==> config.mk <==
export PLATFORM = sky130hd
export DESIGN_NAME = uio_bus_arbiter
export DESIGN_NICKNAME = d
export VERILOG_FILES = /design/src/rtl/uio_bus_arbiter.sv
export SDC_FILE = /design/constraint.sdc
export NUM_CORES = 1
export LEC_CHECK = 0
export BUFFER_PORTS_ARGS = -buffer_cell sky130_fd_sc_hd__buf_2
export CAP_MARGIN = 5
export CORE_UTILIZATION = 50
export CTS_BUF_LIST = sky130_fd_sc_hd__clkbuf_16
export DETAILED_ROUTE_END_ITERATION = 6
export PLACE_DENSITY = 0.86
export SKIP_CTS_REPAIR_TIMING = 1
export SLEW_MARGIN = 40
export SYNTH_ARGS = -nofsm -noshare
export SYNTH_HDL_FRONTEND = slang
export SYNTH_SLANG_ARGS = --single-unit
==> constraint.sdc <==
create_clock -name clk -period 4.8 [get_ports clk]
set_input_delay 1.2 -clock clk [delete_from_list [all_inputs] [get_ports clk]]
set_output_delay 1.2 -clock clk [all_outputs]
set_load 0.1 [all_outputs]
==> src/rtl/uio_bus_arbiter.sv <==
// Round-robin owner of the shared uio pins: one requester at a time drives or samples the bus,
// with idle turnaround cycles on direction changes and a forced release after MAX_HOLD cycles.
module uio_bus_arbiter #(
    parameter int NREQ     = 4,
    parameter int DW       = 8,
    parameter int MAX_HOLD = 16,
    parameter int TURN     = 1
) (
    input  logic               clk,
    input  logic               rst,
    input  logic               ena,
    input  logic [NREQ-1:0]    req,
    input  logic [NREQ-1:0]    wr,
    input  logic [NREQ*DW-1:0] wdata,
    input  logic [NREQ-1:0]    done,
    input  logic [DW-1:0]      uio_in,
    output logic [NREQ-1:0]    gnt,
    output logic [DW-1:0]      rdata,
    output logic               rvalid,
    output logic [DW-1:0]      uio_out,
    output logic [DW-1:0]      uio_oe,
    output logic               busy,
    output logic               timeout
);

    localparam int IW = $clog2(NREQ);
    localparam int TW = $clog2(TURN + 1);
    localparam int HW = $clog2(MAX_HOLD + 1);

    typedef enum logic [1:0] {
        ST_IDLE,
        ST_TURN,
        ST_OWN
    } state_t;

    state_t          state;
    logic [IW-1:0]   last;
    logic [IW-1:0]   owner;
    logic [IW-1:0]   winner;
    logic [IW-1:0]   cand;
    logic            dir_q;
    logic [TW-1:0]   tcnt;
    logic [HW-1:0]   hcnt;
    logic            drive;

    // Scan downwards so the candidate closest after the last owner is the one left in winner.
    always_comb begin
        winner = last;
        cand   = '0;
        for (int k = NREQ; k >= 1; k--) begin
            cand = IW'((int'(last) + k) % NREQ);
            if (req[cand]) begin
                winner = cand;
            end
        end
    end

    always_ff @(posedge clk) begin
        if (rst) begin
            state   <= ST_IDLE;
            last    <= IW'(NREQ - 1);
            owner   <= '0;
            dir_q   <= 1'b0;
            tcnt    <= '0;
            hcnt    <= '0;
            gnt     <= '0;
            rdata   <= '0;
            rvalid  <= 1'b0;
            timeout <= 1'b0;
        end else begin
            timeout <= 1'b0;
            case (state)
                ST_IDLE: begin
                    if (ena && |req) begin
                        owner <= winner;
                        if (wr[winner] == dir_q) begin
                            state  <= ST_OWN;
                            hcnt   <= HW'(1);
                            gnt    <= NREQ'(1) << winner;
                            rvalid <= 1'b0;
                        end else begin
                            state <= ST_TURN;
                            tcnt  <= TW'(TURN - 1);
                        end
                    end
                end
                // Only a direction change gets here, so the new direction is simply the opposite one.
                ST_TURN: begin
                    if (!req[owner]) begin
                        state <= ST_IDLE;
                    end else if (tcnt == '0) begin
                        state  <= ST_OWN;
                        dir_q  <= ~dir_q;
                        hcnt   <= HW'(1);
                        gnt    <= NREQ'(1) << owner;
                        rvalid <= 1'b0;
                    end else begin
                        tcnt <= tcnt - 1'b1;
                    end
                end
                ST_OWN: begin
                    if (!dir_q) begin
                        rdata <= uio_in;
                    end
                    if (done[owner] || !req[owner] || hcnt == HW'(MAX_HOLD)) begin
                        state   <= ST_IDLE;
                        gnt     <= '0;
                        rvalid  <= 1'b0;
                        last    <= owner;
                        timeout <= !done[owner] && req[owner];
                    end else begin
                        hcnt   <= hcnt + 1'b1;
                        rvalid <= ~dir_q;
                    end
                end
                default: state <= ST_IDLE;
            endcase
        end
    end

    assign busy    = (state != ST_IDLE);
    assign drive   = (state == ST_OWN) && dir_q;
    assign uio_oe  = {DW{drive}};
    assign uio_out = drive ? wdata[int'(owner)*DW +: DW] : '0;

endmodule

==> qor.yml <==
worstHoldStart: "gnt[1]"
grt_start_max_net_pins: 28
htreeDepth: 1
stdcell_count: 310
synthTopCellsByArea: "dfxtp_1 (29%), mux4_2 (13%), nor2_1 (5.7%)"
cts.clk_slew.worst_paths_ns: 0.06
powerDensity_nw_per_um2: 388.7
r2r_end: "hcnt[3]"
drive_gt1_share_pct: 43.56
grt_overflow: 0
yosysWarnings: 0
vias_per_cell: 5.477
leakagePower_nw: 1.076
worst_path_max_delay_cell: "mux4_2"
relSlewSlack_pct: 55.26
fin_nets: 322
p_clk_share_pct: 27.5
wl_per_cell_um: 13.58
syn-num-nets: 251
design_area_um2: 2263
cap_violations: 0
port_buffers: 85
ant_nets: 0
cts.sinks: 26
avgSynthCellArea_um2: 9.145
dp_cells: 306
setup-tns-final_ns: 0
die_x_um: 61.57
worstPathArrival_ns: 2.23
synth_edf_count: 0
critPathLaunchType: "primary input"
holdPathEnd: "gnt[1]"
placed_area_um2: 2158
whs_ns: 0.4747
status: "finished clean"
seq_power_share_pct: 31.1
cts_root_buffer: "clkbuf_16"
rsz0062_at_grt: "no"
finalSetupViolCount: 0
cts_tree: "done"
row_count: 21
synth_area_leader_cell: "dfxtp_1"
synth_ff_type: "dfxtp_1"
fmax_mhz: 291.6
pwr-share-comb_pct: 41.4
cp_common_cell: "buf_2"
start_util_pct: 52.75
core_region_area_um2: 3363
numCtsBuffers: 3
ctsLongestPathBuffers: 2
dieArea_um2: 3791
cp_max_fo: 1
diodes: 0
fin_skew_ns: 0.001682
drtPass1Iterations: 4
worst_slew_pin_slew_ns: 0.6701
synth_cells: 194
worstPathCellList: "buf_2 -> mux4_2 -> and3_1 -> buf_2"
crit_type: "in -> out"
grt_pass1_vias: 1532
hold_depth: 2
area_delta_synth_final_pct: 27.57
worst-path-buf-inv: 2
cp-startpoint: "wdata[27]"
p_int_w: 0.0005268
cp.required_ns: 3.60
hold_class: "reg -> reg"
switching_share_pct: 40.13
drc_errors: 0
gp_congestion: 0.8192
max_stage_delay_ns: 0.46
dp_hpwl_um: 3229
final.period_utilization_pct: 71.44
ys_ff_latch: 26
syn_area_um2: 1774
hold_viol_final: 0
crit_path_end_kind: "output pin"
detail_route.wirelength_um: 4211
grt_pass1_wl_um: 6762
antenna_found_initial: 0
p_switching_w: 0.0003531
r2r-start: "owner[0]"
crit_family: "multiplexers"
drv_slew: 0
reg2reg_setup_slack_ns: 1.88
fin_crit_ns: 3.429
vias: 1698
clkLatencyLatePin_ns: 0.26
synth_cell_type_count: 46
io_pins: 86
irDropWorstVdd_mv: 0.3356
r2r.worst_path.cells: 6
grt_use_total_pct: 24.08
seq_area_frac_synth_pct: 29.34
synthArstFlopShare_pct: 0
drt-initial-drc-count: 46
die_h_um: 61.57
synth_top_cell_area_share_pct: 29.34
power groups by stage:
stage	Sequential [W]	Clock, W	Combinational [W]
finish	0.000274	0.000242	0.000364
global route	0.000280	0.000252	0.000390
CTS	0.000274	0.000243	0.000364
floorplan	0.000347	0	0.000229
global placement	0.000278	0	0.000354
detailed placement	0.000278	0	0.000362
cell usage in the layout (no fill, tap or decap), types with 2 or more instances in the layout:
cell type / count
dfxtp_1: 26
mux2_4: 2
o21ai_1: 2
buf_2: 85
or2_2: 2
clkbuf_16: 3
nand2b_1: 7
nand2_1: 6
nand3_1: 4
nor2_1: 26
nor4_1: 2
a21oi_1: 10
and3_1: 11
a311oi_1: 2
nor2b_1: 7
a211o_1: 2
a211oi_1: 9
inv_1: 9
ha_1: 2
mux2i_1: 10
mux2_2: 3
mux4_2: 10
state kept, by name, indices dropped and copies added, names as in the netlist:
| name | cells |
|---|---|
| hcnt | 5 |
| owner | 2 |
| rdata | 8 |
| rvalid | 1 |
| timeout | 1 |
| state | 2 |
| gnt | 4 |
| dir_q | 1 |
| last | 2 |
layer usage:
layer / track usage [%] / wire (um) / share of wire (%)
met1: 29.56 / 1790 / 43
met2: 43.16 / 2147 / 51
met4: 7.937 / 68 / 1.6
met5: 0 / 0 / 0
met3: 3.361 / 204 / 4.8
synth_stat cells, types with 2 or more instances:
cell type and instances:
nor4_1 2, buf_1 2, dfxtp_1 26, buf_4 8, and3_1 11, mux2_4 2, inv_1 9, o21ai_1 2
nand2_1 6, a21oi_1 10, mux2i_1 10, mux2_2 3, clkbuf_1 8, a311oi_1 2, or2_2 2, a211o_1 2
ha_1 2, nand3_1 4, nor2_1 27, a211oi_1 9, mux4_2 10, nand2b_1 7, nor2b_1 7
worst max-delay path by stage:
stage,end,slack (ns),cells after the start
finish,uio_out[3],1.37,4
global route,uio_oe[3],1.17,5
CTS,uio_out[3],1.37,4
detailed placement,gnt[2],1.33,9
global placement,uio_out[3],1.37,4
floorplan,uio_out[0],1.41,2
layout make-up:
class / instances / area, um^2
flip-flops and latches: 26 / 520.5
repair buffers: 85 / 425.4
clock inverters: 1 / 30.03
clock buffers: 3 / 75.07
inverters: 10 / 37.54
well taps: 46 / 57.56
multi-input cells: 139 / 1117
fillers: 285 / 1100
cell families after synthesis:
group,Yosys count,share of synthesized area [%]
fa+ha+maj,2,1.410
compound gates,38,16.86
simple gates,72,21.09
mux,26,22.57
buf+inv,29,8.251
flops,26,29.34
xor+xnor,1,0.4937
stage by stage:
step / util [%] / power (W) / setup slack (ns)
floorplan: - / 0.0005761 / 1.409
global placement: 63.88 / 0.0006313 / 1.368
detailed placement: 64.17 / 0.0006403 / 1.332
CTS: 67.30 / 0.0008811 / 1.373
global route: 67.30 / 0.0009209 / 1.174
finish: 67.30 / 0.0008799 / 1.371
worst register-to-register path, delay by kind of cell, from the launching register on:
family | cells | cell delay (ns)
AOI/OAI and AO/OA | 3 | 0.94
DFF | 1 | 0.75
muxes | 2 | 0.93
and+or+nand+nor | 1 | 0.19
Power figures use the tool's default switching activity.
